===== config.mk =====
export PLATFORM = sky130hd
export DESIGN_NAME = rtu_port_req_arbiter
export DESIGN_NICKNAME = d
export VERILOG_FILES = /design/src/rtl/rtu_port_req_arbiter_pkg.sv /design/src/rtl/rtu_port_req_arbiter_tag_fifo.sv /design/src/rtl/rtu_port_req_arbiter.sv
export SDC_FILE = /design/constraint.sdc
export NUM_CORES = 1
export LEC_CHECK = 0
export ABC_CLOCK_PERIOD_IN_PS = 14200
export CAP_MARGIN = 20
export CELL_PAD_IN_SITES_DETAIL_PLACEMENT = 0
export CELL_PAD_IN_SITES_GLOBAL_PLACEMENT = 1
export CORE_AREA = 2 2 378 380
export DETAILED_ROUTE_END_ITERATION = 6
export DIE_AREA = 0 0 380 382
export GPL_ROUTABILITY_DRIVEN = 0
export PLACE_DENSITY = 0.48
export SLEW_MARGIN = 5
export SYNTH_ARGS = -nofsm -noshare
export SYNTH_HDL_FRONTEND = slang
export SYNTH_SLANG_ARGS = --single-unit

===== constraint.sdc =====
create_clock -name clk_sys_i -period 14.2 [get_ports clk_sys_i]
set_clock_uncertainty 0.05 [all_clocks]
set_input_delay 2.13 -clock clk_sys_i [delete_from_list [all_inputs] [get_ports clk_sys_i]]
set_output_delay 2.13 -clock clk_sys_i [all_outputs]
set_load 0.01 [all_outputs]

===== src/rtl/rtu_port_req_arbiter_pkg.sv =====
// Shared types and helper functions for the RTU port request arbiter.
package rtu_arb_pkg;

  localparam int unsigned TAG_W = 5;

  // Port index carried through the in-order tag FIFO (covers up to 32 ports).
  typedef logic [TAG_W-1:0] t_rtu_arb_tag;

  // Number of address bits needed to index n entries.
  function automatic int unsigned f_log2_size(input int unsigned n);
    int unsigned r;
    r = 0;
    for (int unsigned i = 0; i < 32; i++) begin
      if ((32'd1 << i) < n) r = i + 1;
    end
    return r;
  endfunction

  // One-hot grant of the first set request strictly after ptr, wrapping at n.
  function automatic logic [31:0] f_rr_select(input logic [31:0] req,
                                              input t_rtu_arb_tag ptr,
                                              input int unsigned n);
    logic [31:0] grant;
    logic [TAG_W-1:0] idx;
    logic found;
    grant = '0;
    found = 1'b0;
    for (int unsigned i = 1; i <= 32; i++) begin
      idx = TAG_W'((32'(ptr) + i) % n);
      if (i <= n && !found && req[idx]) begin
        grant[idx] = 1'b1;
        found = 1'b1;
      end
    end
    return grant;
  endfunction

endpackage


===== src/rtl/rtu_port_req_arbiter_tag_fifo.sv =====
// In-order FIFO of granted port indices; entries are only reset via the pointers.
module rtu_arb_tag_fifo
  import rtu_arb_pkg::*;
#(
  parameter int unsigned g_depth = 4,
  localparam int unsigned AW = f_log2_size(g_depth)
) (
  input  logic         clk_sys_i,
  input  logic         rst_n_i,
  input  logic         push,
  input  t_rtu_arb_tag push_tag,
  input  logic         pop,
  output t_rtu_arb_tag head,
  output logic         full,
  output logic         empty,
  output logic [AW:0]  count
);

  t_rtu_arb_tag  mem [g_depth];
  logic [AW-1:0] wr_ptr;
  logic [AW-1:0] rd_ptr;
  logic          do_push;
  logic          do_pop;

  assign full    = (count == (AW+1)'(g_depth));
  assign empty   = (count == '0);
  assign do_push = push & ~full;
  assign do_pop  = pop & ~empty;
  assign head    = mem[rd_ptr];

  always_ff @(posedge clk_sys_i) begin
    if (!rst_n_i) begin
      wr_ptr <= '0;
      rd_ptr <= '0;
      count  <= '0;
    end else begin
      if (do_push) wr_ptr <= wr_ptr + 1'b1;
      if (do_pop)  rd_ptr <= rd_ptr + 1'b1;
      count <= count + (AW+1)'(do_push) - (AW+1)'(do_pop);
    end
  end

  always_ff @(posedge clk_sys_i) begin
    if (do_push) mem[wr_ptr] <= push_tag;
  end

endmodule


===== src/rtl/rtu_port_req_arbiter.sv =====
// Round-robin arbiter sharing one RTU engine between endpoint request channels,
// routing in-order engine responses back to per-port response slots.
module rtu_port_req_arbiter
  import rtu_arb_pkg::*;
#(
  parameter int unsigned g_num_ports    = 6,
  parameter int unsigned g_req_width    = 100,
  parameter int unsigned g_rsp_width    = 32,
  parameter int unsigned g_max_inflight = 4
) (
  input  logic                               clk_sys_i,
  input  logic                               rst_n_i,
  input  logic [g_num_ports-1:0]             rq_valid_i,
  input  logic [g_num_ports*g_req_width-1:0] rq_data_i,
  output logic [g_num_ports-1:0]             rq_ready_o,
  output logic                               eng_rq_valid_o,
  output logic [g_req_width-1:0]             eng_rq_data_o,
  input  logic                               eng_rq_ready_i,
  input  logic                               eng_rsp_valid_i,
  input  logic [g_rsp_width-1:0]             eng_rsp_data_i,
  output logic                               eng_rsp_ready_o,
  output logic [g_num_ports-1:0]             rsp_valid_o,
  output logic [g_num_ports*g_rsp_width-1:0] rsp_data_o,
  input  logic [g_num_ports-1:0]             rsp_ack_i,
  output logic [f_log2_size(g_max_inflight):0] inflight_o,
  output logic                               err_unexp_rsp_o
);

  logic [31:0]                        rr_sel;
  logic                               unused_rr_sel;
  t_rtu_arb_tag                       rr_ptr;
  t_rtu_arb_tag                       grant_tag;
  t_rtu_arb_tag                       head;
  logic [g_num_ports-1:0]             grant_oh;
  logic [g_num_ports-1:0]             head_oh;
  logic [g_req_width-1:0]             grant_data;
  logic                               fifo_full;
  logic                               fifo_empty;
  logic                               can_accept;
  logic                               grant_en;
  logic                               rsp_fire;
  logic                               rsp_pop;
  logic                               eng_rq_vld_p1;
  logic [g_req_width-1:0]             eng_rq_data_p1;
  logic [g_num_ports-1:0]             rsp_vld_p1;
  logic [g_num_ports*g_rsp_width-1:0] rsp_data_p1;
  logic                               err_p1;

  // A full tag FIFO blocks grants even when a pop happens in the same cycle.
  assign can_accept    = (~eng_rq_vld_p1 | eng_rq_ready_i) & ~fifo_full;
  assign grant_en      = can_accept & (|rq_valid_i);
  assign rr_sel        = f_rr_select(32'(rq_valid_i), rr_ptr, g_num_ports);
  assign unused_rr_sel = ^rr_sel;

  always_comb begin
    grant_oh   = '0;
    grant_tag  = '0;
    grant_data = '0;
    for (int k = 0; k < int'(g_num_ports); k++) begin
      if (rr_sel[k]) begin
        grant_oh[k] = grant_en;
        grant_tag   = t_rtu_arb_tag'(k);
        grant_data  = rq_data_i[k*g_req_width +: g_req_width];
      end
    end
  end

  always_comb begin
    head_oh = '0;
    for (int k = 0; k < int'(g_num_ports); k++) begin
      head_oh[k] = ~fifo_empty & (head == t_rtu_arb_tag'(k));
    end
  end

  // With no tag outstanding the response is swallowed and flagged.
  assign eng_rsp_ready_o = fifo_empty | (|(head_oh & (~rsp_vld_p1 | rsp_ack_i)));
  assign rsp_fire        = eng_rsp_valid_i & eng_rsp_ready_o;
  assign rsp_pop         = rsp_fire & ~fifo_empty;

  rtu_arb_tag_fifo #(
    .g_depth (g_max_inflight)
  ) u_tag_fifo (
    .clk_sys_i (clk_sys_i),
    .rst_n_i   (rst_n_i),
    .push      (grant_en),
    .push_tag  (grant_tag),
    .pop       (rsp_pop),
    .head      (head),
    .full      (fifo_full),
    .empty     (fifo_empty),
    .count     (inflight_o)
  );

  // Stage p1: registered request towards the engine
  always_ff @(posedge clk_sys_i) begin
    if (!rst_n_i) begin
      eng_rq_vld_p1  <= 1'b0;
      eng_rq_data_p1 <= '0;
      rr_ptr         <= t_rtu_arb_tag'(g_num_ports - 1);
    end else if (grant_en) begin
      eng_rq_vld_p1  <= 1'b1;
      eng_rq_data_p1 <= grant_data;
      rr_ptr         <= grant_tag;
    end else if (eng_rq_ready_i) begin
      eng_rq_vld_p1  <= 1'b0;
    end
  end

  // Stage p1: per-port response slots; a reload wins over a same-cycle ack
  always_ff @(posedge clk_sys_i) begin
    if (!rst_n_i) begin
      rsp_vld_p1  <= '0;
      rsp_data_p1 <= '0;
      err_p1      <= 1'b0;
    end else begin
      if (eng_rsp_valid_i & fifo_empty) err_p1 <= 1'b1;
      for (int k = 0; k < int'(g_num_ports); k++) begin
        if (rsp_pop & head_oh[k]) begin
          rsp_vld_p1[k]                               <= 1'b1;
          rsp_data_p1[k*g_rsp_width +: g_rsp_width] <= eng_rsp_data_i;
        end else if (rsp_ack_i[k]) begin
          rsp_vld_p1[k] <= 1'b0;
        end
      end
    end
  end

  assign rq_ready_o      = grant_oh;
  assign eng_rq_valid_o  = eng_rq_vld_p1;
  assign eng_rq_data_o   = eng_rq_data_p1;
  assign rsp_valid_o     = rsp_vld_p1;
  assign rsp_data_o      = rsp_data_p1;
  assign err_unexp_rsp_o = err_p1;

endmodule

; ---- Yosys cells after proc, flatten, opt, wreduce, memory -nomap -nowiden
; Memories as Yosys holds them, arrays and structs flattened. A register that Yosys moved wholly into a read port is not among the register bits.
; Cells that the tools add are included.
[totals]
regBits = 312
mem_bits_rw = 20
output_inout_bits = 310
word_cells = 183
memories = 1
[classes]
addsub = 10
div_mod_pow = 6
order_cmp = 12
eq_ne = 6
mux = 70
n_bitwise = 32
reduce_logical = 27
[memory_table]
columns = name, depth, width, read_ports, rd_clocked_by_memory_dff, wr, line_no
row1 = u_tag_fifo.mem, 4, 5, 1, 1, 1, rtu_port_req_arbiter_tag_fifo.sv:19  ; t_rtu_arb_tag mem [g_depth];
[ops]
columns = op, count
row1 = $mux 100, 6
row2 = $mod 32x3->32 const B, 6
row3 = $mux 1, 40
row4 = $lt 5x6->1 const B, 6
row5 = $mux 6, 6
row6 = $or 6x6->6, 6
row7 = $bmux 1 s5, 6
row8 = $demux 1 s5, 6
row9 = $ge 5x1->1 const B, 6
row10 = $mux 5, 4
row11 = $and 1x1->1, 19
row12 = $add 5x3->6 const B, 3
row13 = $reduce_bool 2->1, 7
row14 = $add 5x2->6 const B, 2
row15 = $reduce_or 6->1, 2
row16 = $logic_and 1x1->1, 11
row17 = $eq 5x2->1 const B, 2
row18 = $eq 5x3->1 const B, 2
row19 = $add 5x1->6 const B, 1
row20 = $and 6x6->6, 1
row21 = $not 6->6, 1
row22 = $eq 5x1->1 const B, 1
row23 = $logic_not 1->1, 5
row24 = $logic_not 5->1, 1
row25 = other kinds (8), 13

; ---- Depth between registers and ports, before layout
; Gate-level depths: netlist of run 1.
[logic_depth]
ltp_word = 26
depth_mapped = 22
mapped_depth_nobuf = 17

; ---- Modules after synthesis
; A second synthesis of run 1 with hierarchy kept.
[hier_totals]
hier_cells = 2411
area_unflattened_um2 = 19887.8
[modules_own_cells]
columns = module, instances, cells_per_inst, area_per_inst_um2
row1 = rtu_port_req_arbiter, 1, 2334, 18684.2
row2 = rtu_arb_tag_fifo, 1, 77, 1203.7

; ---- Worst setup path after synthesis of run 1
; Ideal clock, no wire load.
[synth_timing]
path_type = input port to output port
start = input rq_valid_i[5]
end = output rq_ready_o[4]
arrival_time_ns = 4.421
required_ns = 12.020
path_slack_ns = 7.599
stages = 11
cell_sequence = mux2_4 > nor4_2 > o21ai_1 > a32o_1 > or4b_1 > a211oi_1 > a41oi_1 > o21ai_2 > buf_4 > buf_4 > and2_1
[synth_via]
elab_chain_len = 19
word_cells_on_any_way = 41
[synth_rtl]
columns = item, line_no
row1 = from (decl), rtu_port_req_arbiter.sv:13  ; input logic [g_num_ports-1:0] rq_valid_i,
row2 = $bmux 1 s5, rtu_port_req_arbiter_pkg.sv:30  ; if (i <= n && !found && req[idx]) begin
row3 = $mux 1 (implied by the code), rtu_port_req_arbiter_pkg.sv:30
row4 = $mux 1, rtu_port_req_arbiter_pkg.sv:30
row5 = $logic_not 1->1, rtu_port_req_arbiter_pkg.sv:30
row6 = $logic_and 1x1->1, rtu_port_req_arbiter_pkg.sv:30
row7 = $mux 1, rtu_port_req_arbiter_pkg.sv:30
row8 = $logic_not 1->1, rtu_port_req_arbiter_pkg.sv:30
row9 = $logic_and 1x1->1, rtu_port_req_arbiter_pkg.sv:30
row10 = [... 3 more ...], --
row11 = $mux 1, rtu_port_req_arbiter_pkg.sv:30
row12 = $logic_not 1->1, rtu_port_req_arbiter_pkg.sv:30
row13 = $logic_and 1x1->1, rtu_port_req_arbiter_pkg.sv:30
row14 = $mux 1, rtu_port_req_arbiter_pkg.sv:30
row15 = $logic_not 1->1, rtu_port_req_arbiter_pkg.sv:30
row16 = $logic_and 1x1->1, rtu_port_req_arbiter_pkg.sv:30
row17 = $mux 6, rtu_port_req_arbiter_pkg.sv:30
row18 = $mux 1 (*), rtu_port_req_arbiter.sv:60  ; if (rr_sel[k]) begin
row19 = to (decl), rtu_port_req_arbiter.sv:15  ; output logic [g_num_ports-1:0] rq_ready_o,
; Every way passes the cells marked *; elsewhere a longest branch is shown, timed or not. The select of a mux whose other input is x is not followed.

; ---- Worst setup path in the final report of run 1
[layout_timing]
start = register rr_ptr[0]
end = output rq_ready_o[5]
[layout_via]
elab_chain_len = 21
word_cells_on_any_way = 81
[layout_rtl]
columns = item, line_no
row1 = from (decl), rtu_port_req_arbiter.sv:31  ; t_rtu_arb_tag rr_ptr;
row2 = from (signal assigned), rtu_port_req_arbiter.sv:99  ; rr_ptr <= t_rtu_arb_tag'(g_num_ports - 1);
row3 = from (signal assigned), rtu_port_req_arbiter.sv:103  ; rr_ptr <= grant_tag;
row4 = branches (longest 19 deep; another with $mod 32x3->32), --
row5 = $mux 6 (*), rtu_port_req_arbiter_pkg.sv:30
row6 = $mux 1 (*), rtu_port_req_arbiter.sv:60
; Every way passes the cells marked *. The select of a mux whose other input is x is not followed.

==> results of run 1 <==
-- metrics by stage --
stage	total power [W]	worst slack [ps]	util, %	hold WS (ps)	cells
after floorplan	0.004624	7599	-	419.2	2262
after global placement	0.007423	6126	20.59	391.3	4909
after detailed placement	0.007402	6141	20.59	395.3	4909
after CTS	0.008734	5426	21.76	403.9	4997
after global routing	0.009145	5069	21.83	418.0	5024
final	0.008603	5528	21.83	400.4	5027
-- metal layers --
layer	track usage [%]	part of all wire (%)	up-vias
met1	21.13	40	11054
met2	30.61	49	932
li1	-	-	10164
met4	5.364	2.6	54
met3	6.052	8.0	212
met5	0	0.23	-
-- layout make-up --
cell class	count	area (um2)
Clock inverter	17	180.2
Timing Repair Buffer	996	9894
Multi-Input combinational cell	1682	10090
Clock buffer	71	1470
Antenna cell	29	72.57
Fill cell	15740	110100
Tap cell	1890	2365
Sequential cell	324	6606
Inverter	18	77.57
-- path summary, 6_finish.rpt --
path	slack [ps]	from	to
worst min register to register	400	rsp_data_o[57]	rsp_data_o[57]
worst max-delay path	5530	rr_ptr[0]	rq_ready_o[5]
worst max register to register	7070	rr_ptr[0]	eng_rq_data_o[35]
worst min-delay path	400	rsp_data_o[57]	rsp_data_o[57]
-- flip-flops by register name (all words and copies together) (netlist names), named ones only --
| name | flops |
|---|---|
| u_tag_fifo.count | 3 |
| err_unexp_rsp_o | 1 |
| rsp_data_o | 192 |
| rr_ptr | 3 |
| eng_rq_valid_o | 1 |
| rsp_valid_o | 6 |
| u_tag_fifo.wr_ptr | 2 |
| eng_rq_data_o | 100 |
| u_tag_fifo.rd_ptr | 2 |
| u_tag_fifo.mem | 12 |
-- cells in the mapped netlist (all sizes together), types with 4 or more instances --
master,instances,area [um2]
mux2,4,48.79
mux4,6,135.1
nor2,48,180.2
a221oi,101,890.9
o21ai,310,1555
o221ai,103,902.1
or2,4,25.03
inv,18,67.56
a21oi,213,1070
xnor2,6,52.55
o22ai,103,644.4
and2,12,75.07
or3,6,37.54
nand3,112,560.5
buf,100,615.6
clkbuf,138,528.0
o211ai,7,52.55
nor3,7,35.03
nand2,407,1530
ha,25,312.8
dfxtp,312,6246
and4,102,893.4
a31oi,4,25.02
and3,4,25.02
a211oi,7,62.56
nor2b,5,31.28
nand2b,13,81.33
nand4,5,31.28
xor2,4,42.55
edfxtp,12,360.4
mux2i,10,100.1
-- kinds of logic (layout without fill, tap and decap cells) --
group,after synthesis,count (layout)
compound gates,888,888
simple gates,738,738
flops,324,324
buf+inv,256,1102
fa+ha+maj,26,26
mux,20,20
xor+xnor,10,10
other cells,0,29
-- critical path: cells and delay by family, from the launching register on --
family	cells	cell delay [ps]
buf+inv	6	1810
fa+ha+maj	3	1430
compound gates	5	1610
simple gates	3	700
flops	1	310
-- report_power, final --
part | switching, W | internal (W)
Clock | 0.000509 | 0.000753
Combinational | 0.00406 | 0.00200
Sequential | 0.000125 | 0.00116
Total | 0.00469 | 0.00391
-- cell usage in the layout, fill, tap and decap left out, types with 11 or more instances in the layout --
cell	n
clkdlybuf4s50_1	956
nand2_1	406
dfxtp_1	312
o21ai_0	298
a21oi_1	210
nand3_1	108
o221ai_1	103
and4_1	102
o22ai_1	102
a221oi_1	100
clkbuf_16	50
nor2_1	42
buf_4	38
diode_2	29
ha_1	25
inv_1	16
clkbuf_8	14
nand2b_1	13
and2_1	12
edfxtp_1	12
o21ai_1	11
==> out/metrics.yaml, run 1 <==
status: "finished, final reports clean"
postCtsHoldBufs: 0
placed_area_um2: 29020
final_area_um2: 30760
final_max_slew_viol_count: 0
port_buffers: 957
grt_max_degree: 102
path_common_cell: "inv_1"
antenna_found_initial: 67
track_usage_pct: 17.93
r2r_cells: 20
grt_pass1_vias: 22181
die_w_um: 380
clock.fmax_mhz: 115.3
ios: 958
cts_repair_resize_count: 0
dr.pass1.iters: 7
cp_max_fo: 49
cts_tree: "built"
drt-initial-drc-count: 1454
final_layout_size_suffix_gt1_share_pct: 5.438
cts.sinks: 324
core_area_um2: 140900
min_period_ps: 8672
syn_area_per_cell_um2: 7.843
synthesis.instances: 2262
fin_crit_sh_pct: 61.07
area.growth.synth_to_final_pct: 73.38
gr-total-overflow: 0
finalHoldViolCount: 0
rsz0062_at_grt: "no"
tns_ps: 0
postCtsSetupBuffers: 0
synth_area_um2: 17740
synth_compound_area_share_pct: 31.42
synthAdderAreaFrac_pct: 1.876
synth_top_family_by_area: "compound AO/OA/AOI/OAI gates"
cap_violations: 0
htreeDepth: 2
die_area_um2: 145200
rows: 138
yosysWarnings: 0
p_per_area_nw_per_um2: 279.7
die_h_um: 382
wl_per_cell_um: 27.33
start_util_pct: 12.59
critPathLaunchType: "register"
antenna_left: 0
endpoint_kind: "output port"
clk_latency_ps: 600
finalNetCount: 3744
yosys.area_share.simple_pct: 20.50
synthArstFlopShare_pct: 0
grt_pass1_wl_um: 187000
cpPeakStageDelay_ps: 930
worst-slew-pin-transition_ps: 1119
wl_um: 137400
drc: 0
synth_ff_type: "dfxtp_1"
ys_ff_latch: 324
synth_xor_area_share_pct: 0.5360
vias: 22416
critPathArrivalTime_ps: 6490
synthesis.nets: 2936
critical_path_required_ps: 12020
path_class: "register to output port"
numCtsBuffers: 48
viasPerCell: 4.459
hold_depth: 2
synth_edf_count: 12
synth_mux_area_share_pct: 1.601
ys_types: 79
p_leak_nw: 9.655
crit_chain: "buf_4 -> inv_1 -> ha_1 -> inv_1 -> ha_1 -> inv_1 -> ha_1 -> inv_1 -> or3_1 -> o211ai_1 -> a32oi_2 -> a41oi_1 -> o31a_1 -> and2_1 -> a21o_4 -> nor2_1 -> clkdlybuf4s50_1"
ir_drop_v: 0.0002962
clkTransAtPathRegs_ps: 50
hold_class: "register to register"
setup_viol: 0
root_buffer: "clkbuf_16"
dpl.hpwl_um: 102300
timing.critical_path.slowest_stage_cell: "ha_1"
clockBufferDepth: 3
relSlewSlack_pct: 25.38
yosysSeqAreaShare_pct: 37.24
Power figures use the tool's default switching activity.
==> run 2, diff against run 1 <==
--- a/config.mk
+++ b/config.mk
@@ -5,15 +5,15 @@
 export SDC_FILE = /design/constraint.sdc
 export NUM_CORES = 1
 export LEC_CHECK = 0
-export ABC_CLOCK_PERIOD_IN_PS = 14200
+export ABC_CLOCK_PERIOD_IN_PS = 8950
 export CAP_MARGIN = 20
 export CELL_PAD_IN_SITES_DETAIL_PLACEMENT = 0
 export CELL_PAD_IN_SITES_GLOBAL_PLACEMENT = 1
-export CORE_AREA = 2 2 378 380
+export CORE_AREA = 2 2 369 371
 export DETAILED_ROUTE_END_ITERATION = 6
-export DIE_AREA = 0 0 380 382
+export DIE_AREA = 0 0 371 373
 export GPL_ROUTABILITY_DRIVEN = 0
-export PLACE_DENSITY = 0.48
+export PLACE_DENSITY = 0.49
 export SLEW_MARGIN = 5
 export SYNTH_ARGS = -nofsm -noshare
 export SYNTH_HDL_FRONTEND = slang
==> constraint.sdc (replaced) <==
create_clock -name clk_sys_i -period 8.95 [get_ports clk_sys_i]
set_clock_uncertainty 0.05 [all_clocks]
set_input_delay 1.3425 -clock clk_sys_i [delete_from_list [all_inputs] [get_ports clk_sys_i]]
set_output_delay 1.3425 -clock clk_sys_i [all_outputs]
set_load 0.01 [all_outputs]
==> out/metrics.yaml, run 2 (synthesis gave the netlist of run 1 again) <==
fin_crit_sh_pct: 84.54
dpl.hpwl_um: 100500
port_buffers: 957
ios: 958
clockBufferDepth: 3
critPathTopFamily: "simple AND/OR/NAND/NOR gates"
core_area_um2: 134600
largest_reg_flops: 192
clk_latency_ps: 620
r2r_slack_ps: 2190
r2r_cells: 16
antenna_left: 0
track_usage_pct: 18.80
cp-startpoint: "rr_ptr[0]"
die_h_um: 373
crit_chain: "buf_4 -> ha_1 -> xor2_1 -> inv_1 -> ha_1 -> o211a_1 -> a211oi_2 -> or3_1 -> a32o_1 -> nor4_2 -> nand4_1 -> nand3_4 -> nand2_1 -> nor2_1 -> clkdlybuf4s50_1"
cts.sinks: 324
postCtsSetupBuffers: 0
gr-total-overflow: 0
cp_num_cells: 15
cts_repair_resize_count: 0
antenna_found_initial: 69
ir_drop_v: 0.0006101
critical_path_required_ps: 7560
finalHoldViolCount: 0
dr.pass1.iters: 5
final_max_slew_viol_count: 0
vias: 22678
seq_area_um2: 6606
path_common_cell: "ha_1"
multi_input_area_um2: 10060
endpoint_kind: "output port"
die_w_um: 371
numCtsBuffers: 46
cts_tree: "built"
utilization_pct: 22.64
min_period_ps: 7566
clock.fmax_mhz: 132.2
drc: 0
crit_buf_inv: 3
area.growth.synth_to_final_pct: 71.80
start_util_pct: 13.18
p_leak_nw: 9.604
htreeDepth: 2
status: "finished, final reports clean"
path_class: "register to output port"
die_area_um2: 138400
critPathLaunchType: "register"
instances_no_fill: 4917
grt_max_degree: 202
wl_per_cell_um: 27.81
grt_pass1_vias: 22038
tns_ps: 0
drt-initial-drc-count: 1677
dp_slack_ps: 2059
whs_ps: 402.3
grt_pass1_wl_um: 186300
rsz0062_at_grt: "no"
critPathArrivalTime_ps: 6170
setup_viol: 0
clkTransAtPathRegs_ps: 60
finalNetCount: 3740
cpPeakStageDelay_ps: 660
reg2reg_to: "eng_rq_data_o[54]"
viasPerCell: 4.612
cp_max_fo: 53
endpoint: "rq_ready_o[1]"
hold_class: "register to register"
root_buffer: "clkbuf_16"
timing.critical_path.slowest_stage_cell: "xor2_1"
worst_slack_ps: 1384
fillerInstances: 14895
worst-slew-pin-transition_ps: 1453
postCtsHoldBufs: 0
final_layout_size_suffix_gt1_share_pct: 5.251
mostFrequentLayoutCells: "clkdlybuf4s50_1, nand2_1, dfxtp_1"
placed_cells_incl_taps: 4799
timing.rr.start: "rr_ptr[0]"
wl_um: 136700
cap_violations: 0
rows: 135
layout_commonest_cell: "clkdlybuf4s50_1"
p_per_area_nw_per_um2: 428.3
relSlewSlack_pct: 3.163
run 2: changes by cell type in the layout (fill, tap and decap cells not counted), moves of 2 or more:
cell / delta
buf_4: -2
bufinv_16: +2
clkbuf_16: -4
clkbuf_8: -8
clkinv_2: +7
diode_2: +3
nand3_1: +2
nand3_2: -2
nor2_2: +4
nor2_4: -4
run 2: cell type report:
class,count,area share (%)
repair buffers,994,32.41
multi-input cells,1682,33.01
clock buffers,59,4.134
well taps,1781,7.311
clock inverters,27,0.9442
inverters,18,0.2463
diodes,32,0.2627
flip-flops and latches,324,21.67
run 2: how the worst min path moves through the flow:
stage,cells after the start,to,from
after floorplan,2,u_tag_fifo.wr_ptr[1],u_tag_fifo.wr_ptr[1]
after global placement,2,rsp_data_o[91],rsp_data_o[91]
after detailed placement,2,rsp_data_o[168],rsp_data_o[168]
after CTS,2,rsp_data_o[11],rsp_data_o[11]
after global routing,2,rsp_data_o[17],rsp_data_o[17]
final,2,rsp_data_o[168],rsp_data_o[168]
run 2: power by group:
group          internal [W]  total, W  switching, W
registers           0.00184   0.00204      0.000195
clock network       0.00112   0.00193      0.000814
logic               0.00315   0.00909       0.00594
total               0.00611    0.0131       0.00695
run 2: stage by stage:
stage,instance area (um2),power (W)
global route,30470,0.01386
finish,30480,0.01305
detailed placement,28850,0.01121
global placement,28850,0.01122
floorplan,17740,0.007337
CTS,30400,0.01326
run 2: worst min-delay path, stage by stage (launching register included):
cell and delay [ps]:
dfxtp_1 300, nand2_1 50, a21oi_1 50
run 2: metal layers:
layer,track usage [%],wire (um),vias up,part of all wire [%]
met5,0,189,-,0.14
met4,5.622,3650,30,2.7
met3,5.539,11320,197,8.3
met2,31.15,65010,1030,48
met1,23.31,56560,11261,41
li1,-,-,10160,-
==> run 3, diff against run 2 <==
--- a/config.mk
+++ b/config.mk
@@ -5,7 +5,7 @@
 export SDC_FILE = /design/constraint.sdc
 export NUM_CORES = 1
 export LEC_CHECK = 0
-export ABC_CLOCK_PERIOD_IN_PS = 8950
+export ABC_CLOCK_PERIOD_IN_PS = 7700
 export CAP_MARGIN = 20
 export CELL_PAD_IN_SITES_DETAIL_PLACEMENT = 0
 export CELL_PAD_IN_SITES_GLOBAL_PLACEMENT = 1
==> constraint.sdc (replaced) <==
create_clock -name clk_sys_i -period 7.7 [get_ports clk_sys_i]
set_clock_uncertainty 0.05 [all_clocks]
set_input_delay 1.155 -clock clk_sys_i [delete_from_list [all_inputs] [get_ports clk_sys_i]]
set_output_delay 1.155 -clock clk_sys_i [all_outputs]
set_load 0.01 [all_outputs]
==> out/metrics.yaml, run 3 (synthesis gave the netlist of run 1 again) <==
mostFrequentLayoutCells: "clkdlybuf4s50_1, nand2_1, dfxtp_1"
hold_class: "register to register"
power_w: 0.01519
cap_violations: 0
r2r_slack_ps: 1390
final_max_slew_viol_count: 0
cts_tree: "built"
ios: 958
hold_depth: 2
drc: 0
layout_commonest_cell: "clkdlybuf4s50_1"
vias: 22635
largest_reg_flops: 192
worst-slew-pin-transition_ps: 971.5
cp-startpoint: "rr_ptr[2]"
setup_viol: 0
wl_um: 136500
status: "finished, final reports clean"
core_area_um2: 134600
endpoint_kind: "output port"
clock.fmax_mhz: 141.8
viasPerCell: 4.603
critPathLaunchType: "register"
cts.sinks: 324
postCtsSetupBuffers: 0
root_buffer: "clkbuf_16"
die_area_um2: 138400
finalNetCount: 3745
cp_max_fo: 21
start_util_pct: 13.18
path_class: "register to output port"
die_h_um: 373
ir_drop_v: 0.0008333
grt_max_degree: 119
drt-initial-drc-count: 1773
dr.pass1.iters: 5
tns_ps: 0
postCtsHoldBufs: 0
p_per_area_nw_per_um2: 497.8
rows: 135
clkTransAtPathRegs_ps: 60
rsz0062_at_grt: "no"
grt_pass1_wl_um: 183800
min_period_ps: 7055
gr-total-overflow: 0
cts_repair_resize_count: 0
numCtsBuffers: 46
p_leak_nw: 9.594
htreeDepth: 2
area.growth.synth_to_final_pct: 71.97
critPathArrivalTime_ps: 5850
hold_path_end: "rsp_data_o[52]"
clockBufferDepth: 3
die_w_um: 371
reg2reg_to: "eng_rq_data_o[18]"
antenna_found_initial: 83
timing.rr.start: "rr_ptr[2]"
final_layout_size_suffix_gt1_share_pct: 5.061
relSlewSlack_pct: 35.23
dpl.hpwl_um: 101000
wl_per_cell_um: 27.76
track_usage_pct: 18.63
r2r_cells: 16
finalHoldViolCount: 0
critical_path_required_ps: 6490
grt_pass1_vias: 22068
fin_crit_sh_pct: 91.62
clk_latency_ps: 610
min-delay-start: "rsp_data_o[52]"
port_buffers: 957
antenna_left: 0
[run 3: how the worst max path moves through the flow]
stage | endpoint | cells past startpoint
after floorplan | rq_ready_o[4] | 21
after global placement | rq_ready_o[3] | 15
after detailed placement | rq_ready_o[3] | 15
after CTS | rq_ready_o[3] | 15
after global routing | rq_ready_o[3] | 15
final | rq_ready_o[3] | 15
[run 3: stage by stage]
stage                     setup WS [ps]  util (%)  cells  hold WS (ps)  area, um2
after global placement             1302     21.49   4803         391.0      28930
final                             645.4     22.66   4917         401.1      30510
after detailed placement           1299     21.51   4804         395.7      28960
after global routing              270.7     22.65   4908         415.6      30490
after CTS                         617.2     22.60   4883         402.8      30420
after floorplan                    2294         -   2262         419.2      17740
[run 3: cell type report]
type | count | area (um2)
sequential | 324 | 6606
fill | 14948 | 104100
tap | 1781 | 2228
timing repair buffer | 999 | 9987
multi-input combinational | 1682 | 10060
clock inverter | 12 | 133.9
clock buffer | 67 | 1330
antenna | 34 | 85.08
inverter | 18 | 75.07
[run 3: critical path: stages (launching register included)]
cell and delay [ps]:
dfxtp_1 890, inv_1 270, ha_1 370, and2_1 230
or2_2 280, ha_1 340, o211a_1 290, a211oi_2 250
o22ai_1 160, a32o_1 300, a22o_1 260, a221oi_2 340
nand2b_1 220, a2bb2oi_4 450, nor2_1 90, clkdlybuf4s50_1 510
[run 3: where the power goes]
group          switching [W]  total, W  internal, W  leakage [nW]
clock network       0.000912   0.00214      0.00123         0.716
logic                0.00693    0.0107      0.00374          6.22
registers           0.000233   0.00237      0.00214          2.66
total                0.00807    0.0152      0.00712          9.59
[run 3: per-layer routing]
layer	track usage, %	vias up	wire length (um)
met2	31.16	1037	65400
met3	6.376	216	12550
met1	22.22	11170	54450
met4	5.806	46	3827
li1	-	10166	-
met5	0	-	279
